[src/rtl/bif_bus_slave_resp.sv]
// ND-100 BIF bus slave responder: synchronizes BDAP_n, decodes the address window,
// forwards hits to a local request port and completes the BDRY_n handshake.
module bif_bus_slave_resp #(
    parameter logic [23:0] BASE        = 24'h000000,
    parameter int          SIZE_LOG2   = 12,
    parameter int          IOSPACE     = 0,
    parameter int          WAIT_CYCLES = 2
) (
    input  logic                 sysclk,
    input  logic                 sys_rst,
    input  logic                 BDAP_n,
    input  logic                 BINPUT_n,
    input  logic                 BIORQ_n,
    input  logic [23:0]          BA,
    input  logic [15:0]          BD_IN,
    output logic                 BDRY_n,
    output logic [15:0]          BD_OUT,
    output logic                 BDOE,
    output logic                 LREQ,
    output logic                 LWRITE,
    output logic [SIZE_LOG2-1:0] LADDR,
    output logic [15:0]          LWDATA,
    input  logic                 LACK,
    input  logic [15:0]          LRDATA
);

    localparam logic [23:0] WIN_MASK = ~((24'd1 << SIZE_LOG2) - 24'd1);
    localparam logic [3:0]  WAIT_L   = 4'(WAIT_CYCLES);
    localparam logic        IO_N_HIT = (IOSPACE == 0);

    typedef enum logic [2:0] {
        S_IDLE,
        S_DECODE,
        S_IGNORE,
        S_LOCAL,
        S_WAIT,
        S_READY,
        S_RELEASE
    } state_e;

    state_e state_q, state_d;

    logic sync1_q, sync2_q;
    logic bdap_s;
    logic [1:0] settle_q;
    logic armed_q;

    logic [23:0] ba_q;
    logic [15:0] bdin_q;
    logic        binput_q;
    logic        biorq_q;
    logic        capture;
    logic        hit;

    logic [3:0]  cnt_q, cnt_d;
    logic        abort_q, abort_d;
    logic [15:0] rdata_q, rdata_d;

    logic                 bdry_n_q, bdry_n_d;
    logic                 bdoe_q, bdoe_d;
    logic [15:0]          bd_out_q, bd_out_d;
    logic                 lreq_q, lreq_d;
    logic                 lwrite_q, lwrite_d;
    logic [SIZE_LOG2-1:0] laddr_q, laddr_d;
    logic [15:0]          lwdata_q, lwdata_d;

    assign bdap_s = sync2_q;
    assign hit    = (biorq_q == IO_N_HIT) &&
                    ((ba_q & WIN_MASK) == (BASE & WIN_MASK));

    // A cycle is only accepted once the strobe has been seen high after reset,
    // so a master still holding BDAP_n low across reset gets no response.
    always_ff @(posedge sysclk or posedge sys_rst) begin
        if (sys_rst) begin
            sync1_q  <= 1'b1;
            sync2_q  <= 1'b1;
            settle_q <= 2'd0;
            armed_q  <= 1'b0;
        end else begin
            sync1_q <= BDAP_n;
            sync2_q <= sync1_q;
            if (settle_q != 2'd2)
                settle_q <= settle_q + 2'd1;
            armed_q <= armed_q | ((settle_q == 2'd2) & bdap_s);
        end
    end

    always_ff @(posedge sysclk or posedge sys_rst) begin
        if (sys_rst) begin
            ba_q     <= '0;
            bdin_q   <= '0;
            binput_q <= 1'b1;
            biorq_q  <= 1'b1;
        end else if (capture) begin
            ba_q     <= BA;
            bdin_q   <= BD_IN;
            binput_q <= BINPUT_n;
            biorq_q  <= BIORQ_n;
        end
    end

    always_ff @(posedge sysclk or posedge sys_rst) begin
        if (sys_rst) begin
            state_q  <= S_IDLE;
            cnt_q    <= '0;
            abort_q  <= 1'b0;
            rdata_q  <= '0;
            bdry_n_q <= 1'b1;
            bdoe_q   <= 1'b0;
            bd_out_q <= '0;
            lreq_q   <= 1'b0;
            lwrite_q <= 1'b0;
            laddr_q  <= '0;
            lwdata_q <= '0;
        end else begin
            state_q  <= state_d;
            cnt_q    <= cnt_d;
            abort_q  <= abort_d;
            rdata_q  <= rdata_d;
            bdry_n_q <= bdry_n_d;
            bdoe_q   <= bdoe_d;
            bd_out_q <= bd_out_d;
            lreq_q   <= lreq_d;
            lwrite_q <= lwrite_d;
            laddr_q  <= laddr_d;
            lwdata_q <= lwdata_d;
        end
    end

    always_comb begin
        state_d  = state_q;
        capture  = 1'b0;
        cnt_d    = cnt_q;
        abort_d  = abort_q;
        rdata_d  = rdata_q;
        lreq_d   = lreq_q;
        lwrite_d = lwrite_q;
        laddr_d  = laddr_q;
        lwdata_d = lwdata_q;

        unique case (state_q)
            S_IDLE: begin
                if (armed_q && !bdap_s) begin
                    state_d = S_DECODE;
                    capture = 1'b1;
                end
            end
            S_DECODE: begin
                if (bdap_s) begin
                    state_d = S_IDLE;
                end else if (hit) begin
                    state_d  = S_LOCAL;
                    lreq_d   = 1'b1;
                    lwrite_d = binput_q;
                    laddr_d  = ba_q[SIZE_LOG2-1:0];
                    lwdata_d = bdin_q;
                    abort_d  = 1'b0;
                end else begin
                    state_d = S_IGNORE;
                end
            end
            S_IGNORE: begin
                if (bdap_s)
                    state_d = S_IDLE;
            end
            // The local side always sees its transaction through, even after
            // the master has given up; the abort is only honoured at LACK.
            S_LOCAL: begin
                if (bdap_s)
                    abort_d = 1'b1;
                if (LACK) begin
                    lreq_d = 1'b0;
                    cnt_d  = WAIT_L;
                    if (!lwrite_q)
                        rdata_d = LRDATA;
                    if (abort_q || bdap_s)
                        state_d = S_IDLE;
                    else if (WAIT_CYCLES > 0)
                        state_d = S_WAIT;
                    else
                        state_d = S_READY;
                end
            end
            S_WAIT: begin
                cnt_d = cnt_q - 4'd1;
                if (bdap_s)
                    state_d = S_IDLE;
                else if (cnt_q <= 4'd1)
                    state_d = S_READY;
            end
            S_READY: begin
                if (bdap_s)
                    state_d = S_RELEASE;
            end
            S_RELEASE: begin
                state_d = S_IDLE;
            end
            default: begin
                state_d = S_IDLE;
            end
        endcase
    end

    // Bus-side outputs are registered straight from the next state so they
    // change on the same edge as the FSM.
    always_comb begin
        bdry_n_d = (state_d != S_READY);
        bdoe_d   = (state_d == S_READY) && !lwrite_q;
        bd_out_d = bd_out_q;
        if ((state_d == S_READY) && (state_q != S_READY) && !lwrite_q)
            bd_out_d = (state_q == S_LOCAL) ? LRDATA : rdata_q;
    end

    assign BDRY_n = bdry_n_q;
    assign BDOE   = bdoe_q;
    assign BD_OUT = bd_out_q;
    assign LREQ   = lreq_q;
    assign LWRITE = lwrite_q;
    assign LADDR  = laddr_q;
    assign LWDATA = lwdata_q;

endmodule

[config.mk]
export PLATFORM = sky130hd
export DESIGN_NAME = bif_bus_slave_resp
export DESIGN_NICKNAME = d
export VERILOG_FILES = /design/src/rtl/bif_bus_slave_resp.sv
export SDC_FILE = /design/constraint.sdc
export NUM_CORES = 1
export LEC_CHECK = 0
export BUFFER_PORTS_ARGS = -buffer_cell sky130_fd_sc_hd__buf_4
export CAP_MARGIN = 15
export CORE_AREA = 10 10 106 108
export CTS_CLUSTER_DIAMETER = 150
export DETAILED_ROUTE_END_ITERATION = 16
export DIE_AREA = 0 0 116 118
export PLACE_DENSITY = 0.79
export SLEW_MARGIN = 20
export SYNTH_ARGS = -nofsm -noshare
export SYNTH_HDL_FRONTEND = slang
export SYNTH_SLANG_ARGS = --single-unit
[constraint.sdc]
create_clock -name sysclk -period 6.7 [get_ports sysclk]
set_clock_uncertainty 0.05 [all_clocks]
set_input_delay 1.005 -clock sysclk [delete_from_list [all_inputs] [get_ports sysclk]]
set_output_delay 1.005 -clock sysclk [all_outputs]
set_load 0.005 [all_outputs]
### After elaboration in Yosys (flattened, before gate mapping)

Cells that the tools add are included.

| storage, ports and cells | value |
|---|---|
| output and inout port bits | 48 |
| word-level logic and storage cells | 80 |
| flip-flop bits (word level) | 119 |
| bits of input ports | 62 |

| cells by class | value |
|---|---|
| bitwise gates (word level) | 4 |
| magnitude comparators | 1 |
| reduce and logical (&&, ||, !) cells | 17 |
| equality and inequality tests | 14 |
| add/subtract/negate cells | 2 |
| multiplexer cells | 23 |

Operators by type and width:

| cell | count |
|---|---|
| 24-bit zero test | 1 |
| 3-bit 2-to-1 mux | 7 |
| 3-bit case mux with 6 select lines | 1 |
| 16-bit 2-to-1 mux | 1 |
| 2-bit != test, second input constant | 5 |
| 3-bit == test, second input constant | 3 |
| 1-bit 2-to-1 mux | 9 |
| 4-bit case mux with 2 select lines | 1 |
| 4-bit AND reduction | 2 |
| 3-bit by 2-bit == test with 1-bit output, second input constant | 2 |
| 3-bit != test, second input constant | 2 |
| 3-bit AND reduction | 2 |
| 1-bit logical AND | 5 |
| 4-bit by 1-bit less-or-equal comparator with 1-bit output, second input constant | 1 |
| 4-bit 2-to-1 mux | 1 |
| 1-bit case mux with 2 select lines | 2 |
| 2-bit nonzero test | 2 |
| 4-bit by 1-bit subtractor with 4-bit output, second input constant | 1 |
| 3-bit by 1-bit == test with 1-bit output, second input constant | 1 |
| 3-bit zero test | 1 |
| 2-bit by 1-bit adder with 2-bit output, second input constant | 1 |
| 2-bit == test, second input constant | 1 |
| 1-bit zero test | 2 |
| 2-bit 2-to-1 mux | 1 |
| 5 further kinds | 6 |

### Logic depth before layout (Yosys ltp)

Gate-level depths: netlist of the first run.

| logic depth | value |
|---|---|
| word-level depth | 8 |
| gate-level depth with buffers | 7 |
| mapped depth without buffers | 6 |

### Least setup slack after synthesis of the first run

OpenSTA, ideal clock, no wires.

| timing | value |
|---|---|
| path type | input to register |
| start | input port LACK |
| end | register rdata_q[0] |
| path slack | 4.704 ns |
| data arrival time | 1.820 ns |
| cell stages on the path | 3 |
| library setup time | 0.125 ns |
| buffers on the path | 1 |
| path through | nor3b_4 buf_12 mux2_4 |

| between the ends | value |
|---|---|
| cells in the longest elaborated chain, start to end | 1 |

Ends and longest elaborated chain:

| element | line | source |
|---|---|---|
| start, declared | 23 | `input logic LACK,` |
| 3-bit AND reduction (no source line) | n/a |  |
| end signal, assigned | 119 | `rdata_q <= rdata_d;` |
| end, declared | 57 | `logic [15:0] rdata_q, rdata_d;` |

No other way between the ends.
A chain may end at the register's enable or synchronous reset.

### Worst setup path after layout of the first run

| timing | value |
|---|---|
| start | register state_q[0] |
| end | register rdata_q[11] |

| between the ends | value |
|---|---|
| cells in the longest elaborated chain, start to end | 2 |

Ends and longest elaborated chain:

| element | line | source |
|---|---|---|
| start, declared | 41 | `state_e state_q, state_d;` |
| start signal, assigned | 116 | `state_q <= state_d;` |
| 3-bit by 2-bit == test with 1-bit output | 141 | `unique case (state_q)` |
| 3-bit AND reduction (no source line) | n/a |  |

No other way between the ends.

==> results of run 1 <==
[final timing paths]
kind,startpoint,to,slack (ns),cells past startpoint
worst max-delay path,state_q[0]$_DFF_PP0_,rdata_q[11]$_DFFE_PP0P_,3.96,3
worst min-delay path,sync1_q$_DFF_PP1_,bdap_s$_DFF_PP1_,0.31,0
worst max register to register,state_q[0]$_DFF_PP0_,rdata_q[11]$_DFFE_PP0P_,3.96,3
worst min register to register,sync1_q$_DFF_PP1_,bdap_s$_DFF_PP1_,0.31,0
max in group asynchronous,sys_rst,bdin_q[8]$_DFFE_PP0P_,4.82,3
min in group asynchronous,sys_rst,LWDATA[13]$_DFFE_PP0P_,0.56,2
[flip-flops by register name, indices dropped and copies added (netlist names)]
register / flops
LREQ: 1
binput_q: 1
armed_q: 1
BD_OUT: 16
biorq_q: 1
LWRITE: 1
rdata_q: 16
BDOE: 1
LWDATA: 16
cnt_q: 4
sync1_q: 1
BDRY_n: 1
settle_q: 2
bdap_s: 1
bdin_q: 16
abort_q: 1
state_q: 3
LADDR: 12
ba_q: 24
[critical path, cell delays in order (launching register included)]
cell and delay, ns:
dfrtp_1 0.60, nand3b_2 0.55, nor3b_4 0.99, mux2_2 0.42
[cell type report]
cell class / instances / area share [%]
clock buffers: 19 / 6.96
multi-input cells: 194 / 27.3
inverters: 7 / 0.453
flip-flops and latches: 119 / 47.0
repair buffers: 112 / 13.4
clock inverters: 13 / 2.70
well taps: 111 / 2.19
[cells by family (layout without fill, tap and decap cells)]
| group | after synthesis | in the layout |
|---|---|---|
| multiplexers | 104 | 104 |
| adder cells (fa/ha/maj) | 4 | 4 |
| AO/OA/AOI/OAI | 35 | 35 |
| buffers and inverters | 24 | 151 |
| XOR/XNOR | 1 | 1 |
| AND/OR/NAND/NOR | 50 | 50 |
| flip-flops | 119 | 119 |
[metal layers]
| layer | share of wire, % | up-vias | GRT usage, % |
|---|---|---|---|
| li1 | - | 1422 | - |
| met1 | 43 | 1488 | 18.6 |
| met2 | 48 | 96 | 23.5 |
| met3 | 8.9 | 8 | 7.65 |
| met4 | 0.90 | 0 | 4.62 |
| met5 | 0 | - | 0 |
[report_power, final]
part	switching [mW]	total [mW]	internal [mW]
Clock	0.324	0.913	0.590
Sequential	0.120	1.04	0.920
Combinational	0.164	0.445	0.281
Total	0.607	2.40	1.79
[synthesized netlist by cell type]
cell        n  area share (%)
nor2_1      9            0.69
inv_1       7            0.54
nor3b_2     1            0.26
dfstp_2     5             2.7
ha_1        3            0.77
nand3b_2    1            0.23
o22ai_1     1            0.13
nor2_2      1            0.13
mux2i_1    17             3.5
a22o_1      1            0.18
a21boi_0    2            0.31
or2b_1      1            0.15
nor3b_1     1            0.15
dfrtp_1   114              58
mux2_2     48              11
a221o_1     1            0.21
nand4b_1    1            0.18
nor4_1      3            0.38
and2_1      1            0.13
o211ai_1    1            0.15
xnor2_1     1            0.18
o21ai_1     2            0.21
nor3_1      3            0.31
buf_12      1            0.41
buf_2       3            0.31
a221oi_1    1            0.18
a311oi_1    2            0.36
a22oi_1     1            0.15
nand2_1    20             1.5
mux2_1     29             6.7
buf_4       4            0.62
a21oi_1     3            0.31
nor4b_1     1            0.18
maj3_1      1            0.21
nand3b_1    2            0.31
nand4_1     1            0.13
and2b_1     1            0.15
a21o_1      1            0.15
buf_6       5             1.2
nor3b_4     1            0.38
nor2b_1     1            0.13
mux2_4     10             3.1
clkbuf_1    4            0.31
nor4b_2     1            0.31
o21ai_0    19             1.9
==> results.py, run 1 <==
metrics = {
    "setup_path": {
        "cp-end-kind": "register",
        "cp.required_ns": 7.03,
        "cp_max_fo": 18,
        "critical_path_class": "reg -> reg",
        "worstPathArrival_ns": 3.07,
        "cp-start-kind": "register",
    },
    "cells_and_area": {
        "area_delta_synth_final_pct": 30.1,
        "fill_cells": 616,
        "drive_gt1_share_pct": 46.1,
        "stdcell_area_um2": 6350,
        "post-route-util_pct": 69.7,
        "seq_area_um2": 2980,
        "multi_input_area_um2": 1730,
        "antenna_cells": 0,
        "final_cells": 575,
        "final_common_cell": "dfrtp_1",
        "nets": 516,
        "final_cell_mix": "dfrtp_1, buf_4, mux2_2",
    },
    "floorplanning": {
        "core_area_um2": 9110,
        "io_pins": 110,
        "die_area_um2": 13700,
        "rows": 35,
        "die_x_um": 116,
        "start_util_pct": 53.6,
        "die_h_um": 118,
    },
    "synthesis": {
        "synth_compound_gate_area_share_pct": 4.28,
        "synth_fa_ha_area_share_pct": 0.974,
        "synthCells": 337,
        "syn-num-nets": 402,
        "synth_top_family_by_area": "multiplexers",
        "seq_area_frac_synth_pct": 61.2,
        "synthMuxAreaShare_pct": 24.3,
        "synthSimpleGateAreaFrac_pct": 5.74,
        "synth-xor-area-share_pct": 0.179,
        "yosys_register_bits": 119,
        "yosysWarningCount": 0,
        "ys_types": 45,
        "avgSynthCellArea_um2": 14.5,
        "syn_area_um2": 4880,
    },
    "route": {
        "avgViaCountPerCell": 5.24,
        "drt_drc_violations_left": 0,
        "wl_um": 10200,
        "drt-initial-drc-count": 149,
        "antenna_left": 0,
        "wl_per_cell_um": 17.8,
        "via_count": 3014,
        "first_pass_iters": 4,
    },
    "placed_design": {
        "place_inst": 542,
        "finalWeightedCongestion": 0.792,
        "preCtsSetupSlack_ns": 3.95,
        "place_area_um2": 5720,
        "io_buffer_count": 109,
        "dp_hpwl_um": 7200,
    },
    "sta": {
        "hold_viol_final": 0,
        "final.min_clock_period_ns": 2.74,
        "setup_ws_ns": 3.96,
        "rsz0062_at_grt": "false",
        "max_slew.worst_pin.slew_ns": 1.07,
        "setup_viol": 0,
        "setup_tns_ns": 0,
        "slew_viol_final": 0,
        "fin_crit_sh_pct": 40.9,
        "hold_slack_ns": 0.311,
        "fmax_mhz": 365,
        "max_slew_margin_pct": 28.7,
    },
    "global_route": {
        "gr-total-overflow": 0,
        "groute.usage.overall_pct": 15.4,
        "grt_start_max_net_pins": 62,
        "antenna_found_initial": 0,
        "grt_pass1_wl_um": 16600,
        "grt_pass1_vias": 3323,
    },
    "clock_network": {
        "cts.sinks": 119,
        "numCtsBuffers": 17,
        "post-cts-setup-buffers": 0,
        "root_buffer": "clkbuf_8",
        "cts_resized": 0,
        "tritoncts": "yes",
        "clk_pin_slew_ns": 0.06,
        "worstSkewPairLatency_ns": 0.50,
        "clockBufferDepth": 2,
        "cts_max_level": 4,
        "cts_hold_buf": 0,
    },
    "run": {
        "maxCapViolations": 0,
    },
    "power_and_ir_drop": {
        "cellLeakagePower_nw": 3.15,
        "vdd_ir_drop_max_mv": 0.260,
        "power_density_nw_per_um2": 378,
        "finalPower_mw": 2.40,
    },
    "min_path": {
        "hold_path_class": "reg -> reg",
    },
    "outcome": {
        "status": "finished clean",
    },
}
No activity file was read; power rests on OpenSTA's default activity.
==> run 2: changes to the inputs <==
CORE_AREA = 10 10 112 114   (was 10 10 106 108)
DIE_AREA = 0 0 122 124   (was 0 0 116 118)
PLACE_DENSITY = 0.74   (was 0.79)
clock period = 2.4 ns   (was 6.7 ns; I/O delays follow)
==> run 2 against run 1 <==
  * The run now ends with hold timing left
  * Register-to-register slack lost 3.5 ns
  * Utilization shrank 7.0 points
  * Die area grew 11%
  * Sequential power grew to 2.8 times the previous value
  * Non-clock buffer count grew 6
  * Sequential cell count is the same
  * Worst setup slack lost 3.5 ns
  * Via count grew 3.1%
  * Critical path depth grew 2
  * Combinational power grew to 2.9 times the previous value
==> results.py, run 2 (same netlist as run 1, synthesis figures left out) <==
metrics = {
    "outcome": {
        "status": "finished with violations",
        "failed_checks": "hold timing",
    },
    "setup_path": {
        "cp.required_ns": 2.74,
        "cp_max_fo": 30,
        "worstPathArrival_ns": 2.29,
        "cp-end-kind": "register",
        "cp-start-kind": "register",
        "critical_path_class": "reg -> reg",
    },
    "sta": {
        "slew_viol_final": 0,
        "rsz0062_at_grt": "false",
        "fin_crit_sh_pct": 81.0,
        "hold_slack_ns": -0.0420,
        "setup_viol": 0,
        "max_slew.worst_pin.slew_ns": 0.621,
        "hold_viol_final": 39,
        "fmax_mhz": 514,
        "setup_tns_ns": 0,
        "max_slew_margin_pct": 58.6,
        "final.min_clock_period_ns": 1.94,
    },
    "cells_and_area": {
        "final_cells": 606,
        "drive_gt1_share_pct": 46.4,
        "fill_cells": 787,
        "nets": 522,
        "final_cell_mix": "dfrtp_1, buf_4, mux2_2",
        "antenna_cells": 0,
        "largest_reg_flops": 24,
        "final_common_cell": "dfrtp_1",
        "seq_area_um2": 2980,
        "area_delta_synth_final_pct": 31.4,
        "top_register": "ba_q",
        "multi_input_area_um2": 1730,
    },
    "floorplanning": {
        "io_pins": 110,
        "rows": 37,
        "start_util_pct": 47.7,
        "die_area_um2": 15100,
        "die_x_um": 122,
        "core_area_um2": 10200,
        "die_h_um": 124,
    },
    "power_and_ir_drop": {
        "power_density_nw_per_um2": 1020,
        "p_comb_share_pct": 20.0,
        "cellLeakagePower_nw": 3.15,
        "internal_power_mw": 4.81,
        "p_sw_mw": 1.74,
        "swShare_pct": 26.6,
        "seqPwrFrac_pct": 43.8,
        "p_clk_share_pct": 36.2,
        "vdd_ir_drop_max_mv": 0.459,
    },
    "clock_network": {
        "cts_max_level": 4,
        "clockBufferDepth": 2,
        "tritoncts": "yes",
        "worstSkewPairLatency_ns": 0.52,
        "cts.sinks": 119,
        "clk_pin_slew_ns": 0.06,
        "root_buffer": "clkbuf_8",
        "numCtsBuffers": 17,
    },
    "route": {
        "wl_per_cell_um": 17.2,
        "antenna_left": 0,
        "first_pass_iters": 6,
        "drt_drc_violations_left": 0,
        "via_count": 3107,
        "drt-initial-drc-count": 167,
        "wl_um": 10400,
        "avgViaCountPerCell": 5.13,
    },
    "placed_design": {
        "io_buffer_count": 109,
        "dp_hpwl_um": 7150,
        "place_inst": 572,
        "finalWeightedCongestion": 0.753,
    },
    "global_route": {
        "groute.usage.overall_pct": 14.4,
        "grt_start_max_net_pins": 120,
        "gr-total-overflow": 0,
        "grt_pass1_wl_um": 17300,
        "antenna_found_initial": 0,
        "grt_pass1_vias": 3494,
    },
    "run": {
        "maxCapViolations": 0,
    },
    "min_path": {
        "hold_path_class": "in -> async",
    },
}
==> run 2: per-layer routing <==
layer  up-vias  track usage [%]  wire length [um]  part of all wire [%]
met1      1551             17.2              4560                    44
met3        16             7.83              1050                    10
li1       1437                -                 -                     -
met2       103             21.6              4650                    45
met5         -                0                 0                     0
met4         0             5.37               151                   1.5
==> run 2: worst paths after layout <==
check	start	to	slack (ns)	depth (start not counted)
max	state_q[1]$_DFF_PP0_	LWDATA[11]$_DFFE_PP0P_	0.46	5
min	sys_rst	LWDATA[8]$_DFFE_PP0P_	-0.04	3
max reg2reg	state_q[1]$_DFF_PP0_	LWDATA[11]$_DFFE_PP0P_	0.46	5
min reg2reg	sync1_q$_DFF_PP1_	bdap_s$_DFF_PP1_	0.31	0
max in group asynchronous	sys_rst	state_q[2]$_DFF_PP0_	1.87	3
min in group sysclk	BA[10]	ba_q[10]$_DFFE_PP0P_	0.02	2
==> run 2: final cells by class <==
| class | count | area share (%) |
|---|---|---|
| Sequential cell | 119 | 46.5 |
| Multi-Input combinational cell | 194 | 27.0 |
| Timing Repair Buffer | 118 | 14.5 |
| Clock buffer | 18 | 6.67 |
| Tap cell | 136 | 2.65 |
| Clock inverter | 14 | 2.17 |
| Inverter | 7 | 0.468 |
==> run 2: power groups by stage <==
stage               sequential, mW  clock (mW)  combinational, mW
global placement              2.86           0               1.27
global route                  2.95        2.54               1.45
finish                        2.87        2.37               1.31
floorplan                     2.80           0               1.07
detailed placement            2.91           0               1.32
CTS                           2.87        2.43               1.33
==> run 2: through the flow <==
step / worst slack [ns] / utilization [%] / power, mW / instance area (um2) / hold slack (ns)
3_5_place_dp: 0.458 / 57.0 / 4.23 / 5830 / 0.299
3_3_place_gp: 0.468 / 57.0 / 4.13 / 5830 / 0.298
4_1_cts: 0.439 / 62.6 / 6.63 / 6400 / 0.00247
2_1_floorplan: 0.539 / - / 3.87 / 4880 / 0.295
6_report: 0.456 / 62.7 / 6.55 / 6410 / -0.0420
5_1_grt: 0.294 / 62.7 / 6.94 / 6410 / 0.000505
==> run 2: repair_timing <==
item / in CTS / in global routing
endpoints found under the hold margin: 1 / 1
gates resized for setup: 0 / 0
hold buffers: 1 / 1
buffers inserted: 0 / 0
==> run 2: critical path, cell delays in order, from the launching register on <==
cell,delay (ns)
dfrtp_1,0.52
nor4b_2,0.31
nand4_1,0.19
nor2_2,0.18
buf_12,0.22
mux2_1,0.34
==> run 3: changes to the inputs <==
CORE_AREA = 10 10 107 109   (was 10 10 112 114)
DIE_AREA = 0 0 117 119   (was 0 0 122 124)
PLACE_DENSITY = 0.78   (was 0.74)
clock period = 1.84 ns   (was 2.4 ns; I/O delays follow)
==> run 3 against run 2 <==
  * The run ends with setup timing left
  * Non-clock buffer count increased by 72
  * Via count increased by 10%
  * Die area decreased by 8.0%
  * Critical path depth unchanged
  * Power increased by 37%
  * First-iteration DRC count increased by 27%
  * Register-to-register slack got worse by 0.53 ns
  * Utilization increased by 14 points
  * Largest power group unchanged
  * Wire length increased by 22%
==> results.py, run 3 (same netlist as run 1, synthesis figures left out) <==
metrics = {
    "floorplanning": {
        "io_pins": 110,
        "rows": 36,
        "die_h_um": 119,
        "die_x_um": 117,
        "die_area_um2": 13900,
        "core_area_um2": 9460,
        "start_util_pct": 51.6,
    },
    "route": {
        "via_count": 3418,
        "wl_per_cell_um": 19.3,
        "antenna_left": 0,
        "drt-initial-drc-count": 212,
        "avgViaCountPerCell": 5.21,
        "wl_um": 12700,
        "drt_drc_violations_left": 0,
        "first_pass_iters": 4,
    },
    "global_route": {
        "gr-total-overflow": 0,
        "grt_start_max_net_pins": 63,
        "grt_pass1_vias": 3910,
        "grt_pass1_wl_um": 20300,
        "groute.usage.overall_pct": 18.3,
        "antenna_found_initial": 1,
    },
    "cells_and_area": {
        "largest_reg_flops": 24,
        "top_register": "ba_q",
        "stdcell_area_um2": 7280,
        "drive_gt1_share_pct": 48.1,
        "area_delta_synth_final_pct": 49.3,
        "final_common_cell": "buf_4",
        "final_cell_mix": "buf_4, dfrtp_1, dlygate4sd3_1",
        "fill_cells": 538,
        "nets": 594,
    },
    "sta": {
        "rsz0062_at_grt": "true",
        "slew_viol_final": 0,
        "setup_tns_ns": -0.952,
        "max_slew_margin_pct": 67.7,
        "fmax_mhz": 523,
        "fin_crit_sh_pct": 104,
        "hold_slack_ns": 0.0962,
        "hold_viol_final": 0,
        "setup_viol": 29,
        "final.min_clock_period_ns": 1.91,
        "setup_ws_ns": -0.0709,
        "max_slew.worst_pin.slew_ns": 0.484,
    },
    "outcome": {
        "failed_checks": "setup timing",
        "status": "finished with violations",
    },
    "power_and_ir_drop": {
        "seqPwrFrac_pct": 42.7,
        "p_comb_share_pct": 22.5,
        "swShare_pct": 26.9,
        "finalPower_mw": 8.97,
        "cellLeakagePower_nw": 3.49,
        "p_clk_share_pct": 34.8,
        "power_density_nw_per_um2": 1230,
        "internal_power_mw": 6.55,
        "p_sw_mw": 2.42,
        "vdd_ir_drop_max_mv": 0.725,
    },
    "setup_path": {
        "cp-end-kind": "register",
        "rrSetupSlack_ns": -0.07,
        "cp-start-kind": "register",
        "critical_path_class": "reg -> reg",
        "cp.required_ns": 2.17,
        "worstPathArrival_ns": 2.24,
        "cp_max_fo": 7,
    },
    "clock_network": {
        "tritoncts": "yes",
        "clockBufferDepth": 2,
        "clk_pin_slew_ns": 0.06,
        "numCtsBuffers": 17,
        "worstSkewPairLatency_ns": 0.50,
        "cts_max_level": 4,
        "root_buffer": "clkbuf_8",
        "cts.sinks": 119,
    },
    "placed_design": {
        "finalWeightedCongestion": 0.751,
        "place_area_um2": 5900,
        "io_buffer_count": 109,
        "preCtsSetupSlack_ns": -0.0793,
        "dp_hpwl_um": 7440,
    },
    "min_path": {
        "hold_path_class": "in -> reg",
    },
    "run": {
        "maxCapViolations": 0,
    },
}
==> run 3: changes by cell type in the layout (fill, tap and decap cells not counted), moves of 3 or more <==
cell	change
dlygate4sd3_1	+58
buf_4	+9
inv_6	-4
clkinv_2	+3
mux2_1	-26
mux2_4	+26
==> run 3: cell type report <==
cell class,count,area [um2],share of cell area (%)
tap,114,143,1.96
inverter,7,30.0,0.412
clock buffer,17,414,5.69
sequential,119,2980,41.0
antenna,1,2.50,0.0344
clock inverter,14,151,2.08
timing repair buffer,190,1680,23.0
multi-input combinational,194,1880,25.8
==> run 3: per-layer routing <==
metal	wire [um]	up-vias	global-route usage [%]
li1	-	1581	-
met1	5080	1719	21.4
met2	6480	102	30.8
met3	969	16	6.28
met4	130	0	5.49
met5	0	-	0
==> run 3: path summary, 6_finish.rpt <==
check / cells past startpoint / from / endpoint
worst max-delay path: 5 / biorq_q$_DFFE_PP1P_ / LWDATA[5]$_DFFE_PP0P_
worst min-delay path: 4 / LACK / LREQ$_DFFE_PP0P_
worst max register to register: 5 / biorq_q$_DFFE_PP1P_ / LWDATA[5]$_DFFE_PP0P_
worst min register to register: 0 / sync1_q$_DFF_PP1_ / bdap_s$_DFF_PP1_
max in group asynchronous: 4 / sys_rst / biorq_q$_DFFE_PP1P_
min in group asynchronous: 4 / sys_rst / LWDATA[3]$_DFFE_PP0P_
==> run 3: power groups by stage <==
stage                     Sequential (mW)  Clock (mW)  Combinational [mW]
after floorplan                      3.65           0                1.39
after global placement               3.71           0                1.77
after detailed placement             3.77           0                1.84
after CTS                            3.76        3.15                1.98
after global routing                 3.92        3.28                2.20
final                                3.83        3.12                2.02
==> run 3: metrics by stage <==
step / util, % / instances
2_1_floorplan: - / 337
3_3_place_gp: 62.3 / 559
3_5_place_dp: 62.3 / 559
4_1_cts: 75.6 / 652
5_1_grt: 77.0 / 656
6_report: 77.0 / 656
==> run 3: timing repair <==
action                                 in CTS  in global routing
setup endpoints to repair                  29                 29
endpoints found under the hold margin     173                  0
resized for setup                          13                 22
pin swaps                                   4                  2
setup buffers                               1                  1
hold buffers                               60                  0
gates cloned                                1                  2
==> run 3: worst max-delay path, cell delays in order (launching register included) <==
cell	delay, ns
dfstp_2	0.54
nor4b_4	0.19
nand4_1	0.19
nor2_4	0.26
clkbuf_16	0.22
mux2_1	0.33
